$ cat src/rtl/xif_copro_pkg.sv
// Shared types and constants for the XIF coprocessor execution controller.
// Contents: eXtension-interface widths, operation/operand-select enums,
// decoder output, offloaded instruction entry, FU tag, memory-path metadata,
// XIF result payload and the result-arbiter source enum.
package xif_copro_pkg;

  localparam int DEFAULT_MAX_OUTSTANDING = 4;
  localparam int X_ID_WIDTH  = 4;
  localparam int X_RFR_WIDTH = 32;
  localparam int X_RFW_WIDTH = 32;
  localparam int X_NUM_RS    = 2;

  typedef enum logic [2:0] {
    COPRO_NOP    = 3'd0,
    COPRO_BITREV = 3'd1,
    COPRO_POPCNT = 3'd2,
    COPRO_CLZ    = 3'd3,
    COPRO_ADD    = 3'd4
  } copro_op_e;

  typedef enum logic [1:0] {
    OP_NONE = 2'd0,
    OP_CPU  = 2'd1,
    OP_REGA = 2'd2,
    OP_REGB = 2'd3
  } op_select_e;

  // Result-register source; also the round-robin pointer encoding.
  typedef enum logic {
    SRC_FU  = 1'b0,
    SRC_MEM = 1'b1
  } arb_src_e;

  typedef struct packed {
    logic [31:0]                           instr;
    logic [X_ID_WIDTH-1:0]                 id;
    logic [X_NUM_RS-1:0][X_RFR_WIDTH-1:0]  rs;
  } offloaded_data_t;

  typedef struct packed {
    logic             use_copro;
    copro_op_e        op;
    op_select_e [2:0] op_select;
    logic             rd_is_copro;
  } decoder_t;

  typedef struct packed {
    logic [X_ID_WIDTH-1:0] id;
    logic [4:0]            addr;
    logic                  rd_is_copro;
  } copro_tag_t;

  typedef struct packed {
    logic [X_ID_WIDTH-1:0] id;
    logic [4:0]            rd;
    logic                  we;
    logic                  exc;
    logic [5:0]            exccode;
    logic                  dbg;
  } mem_metadata_t;

  typedef struct packed {
    logic [X_ID_WIDTH-1:0]  id;
    logic [X_RFW_WIDTH-1:0] data;
    logic [4:0]             rd;
    logic                   we;
    logic [5:0]             ecsdata;
    logic [2:0]             ecswe;
    logic                   exc;
    logic [5:0]             exccode;
    logic                   err;
    logic                   dbg;
  } x_result_t;

endpackage

$ cat src/rtl/xif_copro_exec_ctrl_if.sv
// Signal bundle of the execution controller.
// Channels: input-stream head (in_*), FU issue (fu_req_*, fu_op/operand/tag),
// FU response (fu_rsp_*), memory-path response (mem_rsp_*), XIF result
// (result_*) and the in-flight counter (outstanding_o).
// Modports: slave = controller view, master = surrounding system view.
//
// Handshakes: every channel transfers on a clock edge where valid and ready
// are both high. Valid may not depend on ready. Ready outputs of the
// controller are combinational and are 0 while the matching valid is 0.
interface xif_copro_exec_ctrl_if
  import xif_copro_pkg::*;
#(
  parameter int MAX_OUTSTANDING = DEFAULT_MAX_OUTSTANDING
);

  logic                                     in_valid_i;
  logic                                     in_ready_o;
  offloaded_data_t                          in_data_i;
  decoder_t                                 in_dec_i;
  logic                                     fu_req_valid_o;
  logic                                     fu_req_ready_i;
  copro_op_e                                fu_op_o;
  logic [X_RFR_WIDTH-1:0]                   fu_operand_o;
  copro_tag_t                               fu_tag_o;
  logic                                     fu_rsp_valid_i;
  logic                                     fu_rsp_ready_o;
  logic [X_RFW_WIDTH-1:0]                   fu_rsp_data_i;
  copro_tag_t                               fu_rsp_tag_i;
  logic                                     mem_rsp_valid_i;
  logic                                     mem_rsp_ready_o;
  mem_metadata_t                            mem_rsp_meta_i;
  logic [X_RFW_WIDTH-1:0]                   mem_rsp_data_i;
  logic                                     result_valid_o;
  logic                                     result_ready_i;
  x_result_t                                result_o;
  logic [$clog2(MAX_OUTSTANDING+1)-1:0]     outstanding_o;

  modport slave (
    input  in_valid_i, in_data_i, in_dec_i, fu_req_ready_i,
           fu_rsp_valid_i, fu_rsp_data_i, fu_rsp_tag_i,
           mem_rsp_valid_i, mem_rsp_meta_i, mem_rsp_data_i, result_ready_i,
    output in_ready_o, fu_req_valid_o, fu_op_o, fu_operand_o, fu_tag_o,
           fu_rsp_ready_o, mem_rsp_ready_o, result_valid_o, result_o,
           outstanding_o
  );

  modport master (
    output in_valid_i, in_data_i, in_dec_i, fu_req_ready_i,
           fu_rsp_valid_i, fu_rsp_data_i, fu_rsp_tag_i,
           mem_rsp_valid_i, mem_rsp_meta_i, mem_rsp_data_i, result_ready_i,
    input  in_ready_o, fu_req_valid_o, fu_op_o, fu_operand_o, fu_tag_o,
           fu_rsp_ready_o, mem_rsp_ready_o, result_valid_o, result_o,
           outstanding_o
  );

endinterface

$ cat src/rtl/xif_copro_result_arb.sv
// Two-source arbiter feeding a single registered XIF result slot.
// Ports: clk/rst (async, active-high); fu_valid/fu_ready/fu_data and
// mem_valid/mem_ready/mem_data are the two valid/ready sources;
// out_valid/out_ready/out_data is the registered result.
// Macro XIF_COPRO_RR_ARB_EN: round-robin between FU and MEM; when undefined
// MEM has fixed priority over FU and no pointer register exists.
module xif_copro_result_arb
  import xif_copro_pkg::*;
(
  input  logic      clk,
  input  logic      rst,
  input  logic      fu_valid,
  output logic      fu_ready,
  input  x_result_t fu_data,
  input  logic      mem_valid,
  output logic      mem_ready,
  input  x_result_t mem_data,
  output logic      out_valid,
  input  logic      out_ready,
  output x_result_t out_data
);

  logic can_load;
  logic grant_fu;
  logic grant_mem;

  // The slot refills in the same cycle it drains, giving one result per cycle.
  assign can_load = ~out_valid | out_ready;

`ifdef XIF_COPRO_RR_ARB_EN
  arb_src_e ptr;

  always_comb begin
    grant_fu  = 1'b0;
    grant_mem = 1'b0;
    if (can_load) begin
      if (fu_valid && mem_valid) begin
        grant_fu  = (ptr == SRC_FU);
        grant_mem = (ptr == SRC_MEM);
      end else begin
        grant_fu  = fu_valid;
        grant_mem = mem_valid;
      end
    end
  end

  // Pointer moves to the side that was not served.
  always_ff @(posedge clk or posedge rst) begin
    if (rst) begin
      ptr <= SRC_FU;
    end else if (grant_fu) begin
      ptr <= SRC_MEM;
    end else if (grant_mem) begin
      ptr <= SRC_FU;
    end
  end
`else
  assign grant_mem = can_load & mem_valid;
  assign grant_fu  = can_load & fu_valid & ~mem_valid;
`endif

  assign fu_ready  = grant_fu;
  assign mem_ready = grant_mem;

  always_ff @(posedge clk or posedge rst) begin
    if (rst) begin
      out_valid <= 1'b0;
      out_data  <= '0;
    end else if (can_load) begin
      out_valid <= grant_fu | grant_mem;
      if (grant_mem) begin
        out_data <= mem_data;
      end else if (grant_fu) begin
        out_data <= fu_data;
      end
    end
  end

endmodule

$ cat src/rtl/xif_copro_exec_ctrl.sv
// XIF coprocessor execution controller (top).
// Dispatches decoded input-stream entries to the FU with a tag, bounds the
// number of in-flight FU operations, and merges FU and memory-path results
// into the single XIF result port through xif_copro_result_arb.
// Ports: clk_i, rst_i (async, active-high); bus (xif_copro_exec_ctrl_if.slave)
// carrying all stream, FU, memory and result channels plus outstanding_o.
// Macro XIF_COPRO_RR_ARB_EN selects round-robin result arbitration
// (default: MEM has fixed priority over FU).
module xif_copro_exec_ctrl
  import xif_copro_pkg::*;
#(
  parameter int MAX_OUTSTANDING = DEFAULT_MAX_OUTSTANDING
)
(
  input logic                   clk_i,
  input logic                   rst_i,
  xif_copro_exec_ctrl_if.slave  bus
);

  localparam int               CNT_W   = $clog2(MAX_OUTSTANDING + 1);
  localparam logic [CNT_W-1:0] MAX_CNT = CNT_W'(MAX_OUTSTANDING);

  logic [CNT_W-1:0]       count;
  logic                   can_issue;
  logic                   fu_req_valid;
  logic                   issue_hs;
  logic                   rsp_hs;
  logic                   stale_rsp_ok;
  logic [X_RFR_WIDTH-1:0] operand;
  x_result_t              fu_result;
  x_result_t              mem_result;
  logic                   unused_bits;

  // Gated on the registered count: a response in the same cycle does not
  // free a slot until the next cycle.
  assign can_issue    = count < MAX_CNT;
  assign fu_req_valid = bus.in_valid_i & bus.in_dec_i.use_copro & can_issue;
  assign issue_hs     = fu_req_valid & bus.fu_req_ready_i;
  assign rsp_hs       = bus.fu_rsp_valid_i & bus.fu_rsp_ready_o;

  // Non-coprocessor entries are dropped here; the memory path returns them.
  assign bus.in_ready_o     = bus.in_valid_i & (~bus.in_dec_i.use_copro | issue_hs);
  assign bus.fu_req_valid_o = fu_req_valid;
  assign bus.fu_op_o        = bus.in_dec_i.op;
  assign bus.fu_operand_o   = operand;
  assign bus.fu_tag_o       = {bus.in_data_i.id, bus.in_data_i.instr[11:7],
                               bus.in_dec_i.rd_is_copro};
  assign bus.outstanding_o  = count;

  always_comb begin
    operand = '0;
    case (bus.in_dec_i.op_select[0])
      OP_REGA, OP_CPU: operand = bus.in_data_i.rs[0];
      OP_REGB:         operand = bus.in_data_i.rs[1];
      default:         operand = '0;
    endcase
  end

  // Responses for operations issued before a reset may still arrive; the
  // counter saturates at 0 for them. stale_rsp_ok marks that window (from
  // reset until the first new issue) so those are not flagged as underflow.
  always_ff @(posedge clk_i or posedge rst_i) begin
    if (rst_i) begin
      count        <= '0;
      stale_rsp_ok <= 1'b1;
    end else begin
      if (issue_hs) begin
        stale_rsp_ok <= 1'b0;
      end
      if (issue_hs && !rsp_hs) begin
        count <= count + 1'b1;
      end else if (rsp_hs && !issue_hs && (count != '0)) begin
        count <= count - 1'b1;
      end
    end
  end

  a_no_underflow: assert property (@(posedge clk_i) disable iff (rst_i)
    !(rsp_hs && !issue_hs && (count == '0) && !stale_rsp_ok));

  always_comb begin
    fu_result      = '0;
    fu_result.id   = bus.fu_rsp_tag_i.id;
    fu_result.data = bus.fu_rsp_data_i;
    fu_result.rd   = bus.fu_rsp_tag_i.addr;
    fu_result.we   = ~bus.fu_rsp_tag_i.rd_is_copro;
  end

  always_comb begin
    mem_result         = '0;
    mem_result.id      = bus.mem_rsp_meta_i.id;
    mem_result.data    = bus.mem_rsp_data_i;
    mem_result.rd      = bus.mem_rsp_meta_i.rd;
    mem_result.we      = bus.mem_rsp_meta_i.we;
    mem_result.exc     = bus.mem_rsp_meta_i.exc;
    mem_result.exccode = bus.mem_rsp_meta_i.exccode;
    mem_result.dbg     = bus.mem_rsp_meta_i.dbg;
  end

  xif_copro_result_arb u_result_arb (
    .clk       (clk_i),
    .rst       (rst_i),
    .fu_valid  (bus.fu_rsp_valid_i),
    .fu_ready  (bus.fu_rsp_ready_o),
    .fu_data   (fu_result),
    .mem_valid (bus.mem_rsp_valid_i),
    .mem_ready (bus.mem_rsp_ready_o),
    .mem_data  (mem_result),
    .out_valid (bus.result_valid_o),
    .out_ready (bus.result_ready_i),
    .out_data  (bus.result_o)
  );

  // Instruction bits outside rd and the secondary operand selects are
  // consumed by the decoder, not here.
  assign unused_bits = ^{bus.in_data_i.instr[31:12], bus.in_data_i.instr[6:0],
                         bus.in_dec_i.op_select[2:1]};

endmodule
$ cat src/flat_wrapper.sv
// flat-port wrapper written by rule: the top's interface ports become plain ports
module xif_copro_exec_ctrl_flat import xif_copro_pkg::*;
#(
  parameter int MAX_OUTSTANDING = DEFAULT_MAX_OUTSTANDING
)
  (clk_i, rst_i, bus_in_valid_i, bus_in_data_i, bus_in_dec_i, bus_fu_req_ready_i, bus_fu_rsp_valid_i, bus_fu_rsp_data_i, bus_fu_rsp_tag_i, bus_mem_rsp_valid_i, bus_mem_rsp_meta_i, bus_mem_rsp_data_i, bus_result_ready_i, bus_in_ready_o, bus_fu_req_valid_o, bus_fu_op_o, bus_fu_operand_o, bus_fu_tag_o, bus_fu_rsp_ready_o, bus_mem_rsp_ready_o, bus_result_valid_o, bus_result_o, bus_outstanding_o);
  xif_copro_exec_ctrl_if #(.MAX_OUTSTANDING(MAX_OUTSTANDING)) bus_i ();
  input logic clk_i;
  input logic rst_i;
  input wire logic [$bits(bus_i.in_valid_i)-1:0] bus_in_valid_i;
  input wire logic [$bits(bus_i.in_data_i)-1:0] bus_in_data_i;
  input wire logic [$bits(bus_i.in_dec_i)-1:0] bus_in_dec_i;
  input wire logic [$bits(bus_i.fu_req_ready_i)-1:0] bus_fu_req_ready_i;
  input wire logic [$bits(bus_i.fu_rsp_valid_i)-1:0] bus_fu_rsp_valid_i;
  input wire logic [$bits(bus_i.fu_rsp_data_i)-1:0] bus_fu_rsp_data_i;
  input wire logic [$bits(bus_i.fu_rsp_tag_i)-1:0] bus_fu_rsp_tag_i;
  input wire logic [$bits(bus_i.mem_rsp_valid_i)-1:0] bus_mem_rsp_valid_i;
  input wire logic [$bits(bus_i.mem_rsp_meta_i)-1:0] bus_mem_rsp_meta_i;
  input wire logic [$bits(bus_i.mem_rsp_data_i)-1:0] bus_mem_rsp_data_i;
  input wire logic [$bits(bus_i.result_ready_i)-1:0] bus_result_ready_i;
  output wire logic [$bits(bus_i.in_ready_o)-1:0] bus_in_ready_o;
  output wire logic [$bits(bus_i.fu_req_valid_o)-1:0] bus_fu_req_valid_o;
  output wire logic [$bits(bus_i.fu_op_o)-1:0] bus_fu_op_o;
  output wire logic [$bits(bus_i.fu_operand_o)-1:0] bus_fu_operand_o;
  output wire logic [$bits(bus_i.fu_tag_o)-1:0] bus_fu_tag_o;
  output wire logic [$bits(bus_i.fu_rsp_ready_o)-1:0] bus_fu_rsp_ready_o;
  output wire logic [$bits(bus_i.mem_rsp_ready_o)-1:0] bus_mem_rsp_ready_o;
  output wire logic [$bits(bus_i.result_valid_o)-1:0] bus_result_valid_o;
  output wire logic [$bits(bus_i.result_o)-1:0] bus_result_o;
  output wire logic [$bits(bus_i.outstanding_o)-1:0] bus_outstanding_o;
  assign bus_i.in_valid_i = bus_in_valid_i;
  assign bus_i.in_data_i = bus_in_data_i;
  assign bus_i.in_dec_i = bus_in_dec_i;
  assign bus_i.fu_req_ready_i = bus_fu_req_ready_i;
  assign bus_i.fu_rsp_valid_i = bus_fu_rsp_valid_i;
  assign bus_i.fu_rsp_data_i = bus_fu_rsp_data_i;
  assign bus_i.fu_rsp_tag_i = bus_fu_rsp_tag_i;
  assign bus_i.mem_rsp_valid_i = bus_mem_rsp_valid_i;
  assign bus_i.mem_rsp_meta_i = bus_mem_rsp_meta_i;
  assign bus_i.mem_rsp_data_i = bus_mem_rsp_data_i;
  assign bus_i.result_ready_i = bus_result_ready_i;
  assign bus_in_ready_o = bus_i.in_ready_o;
  assign bus_fu_req_valid_o = bus_i.fu_req_valid_o;
  assign bus_fu_op_o = bus_i.fu_op_o;
  assign bus_fu_operand_o = bus_i.fu_operand_o;
  assign bus_fu_tag_o = bus_i.fu_tag_o;
  assign bus_fu_rsp_ready_o = bus_i.fu_rsp_ready_o;
  assign bus_mem_rsp_ready_o = bus_i.mem_rsp_ready_o;
  assign bus_result_valid_o = bus_i.result_valid_o;
  assign bus_result_o = bus_i.result_o;
  assign bus_outstanding_o = bus_i.outstanding_o;
  xif_copro_exec_ctrl #(.MAX_OUTSTANDING(MAX_OUTSTANDING)) u_core (.clk_i(clk_i), .rst_i(rst_i), .bus(bus_i));
endmodule
$ cat config.mk
export PLATFORM = sky130hd
export DESIGN_NAME = xif_copro_exec_ctrl_flat
export DESIGN_NICKNAME = d
export VERILOG_FILES = /design/src/rtl/xif_copro_pkg.sv /design/src/rtl/xif_copro_exec_ctrl_if.sv /design/src/rtl/xif_copro_result_arb.sv /design/src/rtl/xif_copro_exec_ctrl.sv /design/src/flat_wrapper.sv
export SDC_FILE = /design/constraint.sdc
export NUM_CORES = 1
export LEC_CHECK = 0
export ABC_AREA = 1
export CORE_MARGIN = 8
export CORE_UTILIZATION = 26
export DETAILED_ROUTE_END_ITERATION = 12
export HOLD_SLACK_MARGIN = 0.1
export PLACE_DENSITY = 0.85
export SKIP_CTS_REPAIR_TIMING = 1
export SYNTH_ARGS = -nofsm -noshare
export SYNTH_HDL_FRONTEND = slang
export SYNTH_SLANG_ARGS = --single-unit
$ cat constraint.sdc
create_clock -name clk_i -period 1.6 [get_ports clk_i]
set_clock_uncertainty 0.1 [all_clocks]
set_input_delay 0.24 -clock clk_i [delete_from_list [all_inputs] [get_ports clk_i]]
set_output_delay 0.24 -clock clk_i [all_outputs]
set_load 0.005 [all_outputs]
==> results.cfg <==
[grt]
grt_max_degree = 41
antenna_found_initial = 0
grt-ovfl-total = 0
globalRouteTotalUtil = 0.1665
grt_pass1_vias = 3924
grt_pass1_wl_mm = 21.20

[clocking]
cts_buffer_depth = 2
cts_buffers = 5
clk_latency_ps = 290
cts_root_buf = clkbuf_16
path_clk_slew_ps = 70
clock-sinks = 54
cts_tree = done
htree_levels = 2

[setup_path]
worstSetupPathType = input port to flop
crit_fanout = 3
r2r_end = u_core.bus.outstanding_o[1]$_DFFE_PP0P_
rrSetupSlack_ps = -60
endpoint_kind = flop
required_ps = 1710
rr_worst_depth = 8
crit_arrival_ps = 1790
start_kind = input port
timing.rr.start = u_core.bus.outstanding_o[2]$_DFFE_PP0P_

[die]
die_area_sq_mm = 0.01560
core_area_sq_mm = 0.01152
core.rowCount = 39
io_pins = 323
start_util = 0.2677
chipHeight_um = 124.9
dieWidth_um = 124.9

[power_and_ir_drop]
power_density_mw_per_mm2 = 818.9
p_leak_uw = 0.002770
ir_drop_uv = 455.0

[final_layout]
multi_input_area_sq_mm = 0.001490
stdcell_area_sq_mm = 0.006045
regArea_sq_mm = 0.001351
nFillCells = 1066
drive_gt1_frac = 0.1317
final_util = 0.5249
final_cells = 811
diodes = 0
final_nets = 880
areaGrowthSynthToFinish_pct = 96.06

[synth]
synthTopCellsByArea = dfrtp_1, nand2_1, o21ai_0
ys_types = 21
yosysMostFrequentCell = nand2_1
syn_area_sq_mm = 0.003083
synthCells = 418
synth_edf_count = 0
synth_top_area_cell = dfrtp_1
synth_top_area_frac = 0.4383
synthFlopType = dfrtp_1
ys_warn_count = 0
syn_area_per_cell_sq_um = 7.375
synth-async-reset-ratio = 1.000
ys_seq_area_frac = 0.4383
synth_common_cells = nand2_1, dfrtp_1, o21ai_0, nor2_1, o21ai_1
ys_seq_elements = 54

[detailed_routing]
vias = 3791
drt_pass1_iterations = 4
via_per_inst = 4.674
drcViolationCount = 0
routed_wl_mm = 14.18
ant_nets = 0
wl_per_cell_um = 17.49
drt_iter0_drc = 218

[timing]
finalSetupViolCount = 2
slew_viol_final = 0
setup_slack_ps = -76.73
clock.fmax_mhz = 596.4
timing.hold.ws_ps = 247.3
hold_viol = 0
period_share = 1.048
period_minus_slack_ps = 1677
grt_setup_unrepaired = yes

[placement]
postPlaceCellArea_sq_mm = 0.005832
dp_hpwl_mm = 11.05
place_ws_ps = -847.4
placed_cells = 798
gp_congestion = 0.7745
portBuffers = 255

[worst_hold_path]
hold_class = input port to asynchronous set/reset pin

[status]
violations = setup timing
status = finished, violations left

[run]
maxCapViolCount = 0
## state kept, by name, summed over array words and instances (netlist names)
name / cells
u_core.bus.outstanding_o: 3
u_core.u_result_arb.out_valid: 1
u_core.u_result_arb.out_data: 50
## power breakdown
group          leakage (uW)  switching [uW]  internal (uW)
combinational       0.00205             841           1250
sequential         0.000651             156           1620
clock             0.0000729             466            620
total               0.00277            1460           3490
## through the flow
| stage | setup TNS (ps) | total power [uW] |
|---|---|---|
| final | -124.4 | 4950 |
| after CTS | -25870 | 4964 |
| after global placement | -35020 | 3811 |
| after global routing | -242.4 | 5253 |
| after detailed placement | -36850 | 3857 |
| after floorplan | 0 | 2474 |
## area by class of cell
class / instances / share of cell area
repair buffers: 283 / 0.4655
inverters: 14 / 0.009729
multi-input cells: 309 / 0.2465
clock buffers: 6 / 0.02298
flip-flops and latches: 54 / 0.2236
clock inverters: 2 / 0.002070
well taps: 143 / 0.02960
## worst max-delay path: stages
cell             delay, ps
clkdlybuf4s50_1        500
nand4_1                110
buf_4                  170
inv_4                   50
o21ai_4                 60
fa_2                   540
nand2_1                 50
o21ai_1                 70
## layer usage
layer / vias up / wire (um) / track usage
met5: - / 0 / 0
met4: 0 / 138 / 0.03940
met3: 9 / 1530 / 0.06507
met2: 228 / 7078 / 0.2900
met1: 1726 / 5436 / 0.1866
li1: 1828 / - / -
## worst max-delay path by stage
| stage | from | to | depth (start not counted) |
|---|---|---|---|
| finish | bus_in_valid_i | u_core.bus.outstanding_o[1]$_DFFE_PP0P_ | 8 |
| global route | bus_in_valid_i | u_core.bus.outstanding_o[1]$_DFFE_PP0P_ | 8 |
| CTS | bus_in_dec_i[1] | bus_fu_operand_o[23] | 7 |
| detailed placement | bus_in_dec_i[1] | bus_fu_operand_o[23] | 7 |
| global placement | bus_in_dec_i[1] | bus_fu_operand_o[23] | 7 |
| floorplan | u_core.bus.outstanding_o[2]$_DFFE_PP0P_ | u_core.bus.outstanding_o[1]$_DFFE_PP0P_ | 7 |
## placed cells by master (no fill, tap or decap), types with 7 or more instances in the layout
master	n
clkdlybuf4s50_1	215
nand2_1	113
dfrtp_1	54
o21ai_0	45
nor2_1	44
o21ai_1	41
a21oi_1	22
buf_4	17
dlymetal6s2s_1	15
buf_2	13
clkbuf_2	12
a21oi_2	10
conb_1	10
a22o_1	8
buf_12	8
clkbuf_16	7
## kinds of logic (layout without fill, tap and decap cells)
group / count (synthesis) / in the layout / share of synthesized area
and+or+nand+nor: 169 / 169 / 0.2167
AOI/OAI and AO/OA: 127 / 127 / 0.2171
buffers and inverters: 64 / 305 / 0.1120
DFF: 54 / 54 / 0.4383
adders and majority gates: 3 / 3 / 0.01461
other: 1 / 10 / 0.001216
(Power assumes the default switching activity.)
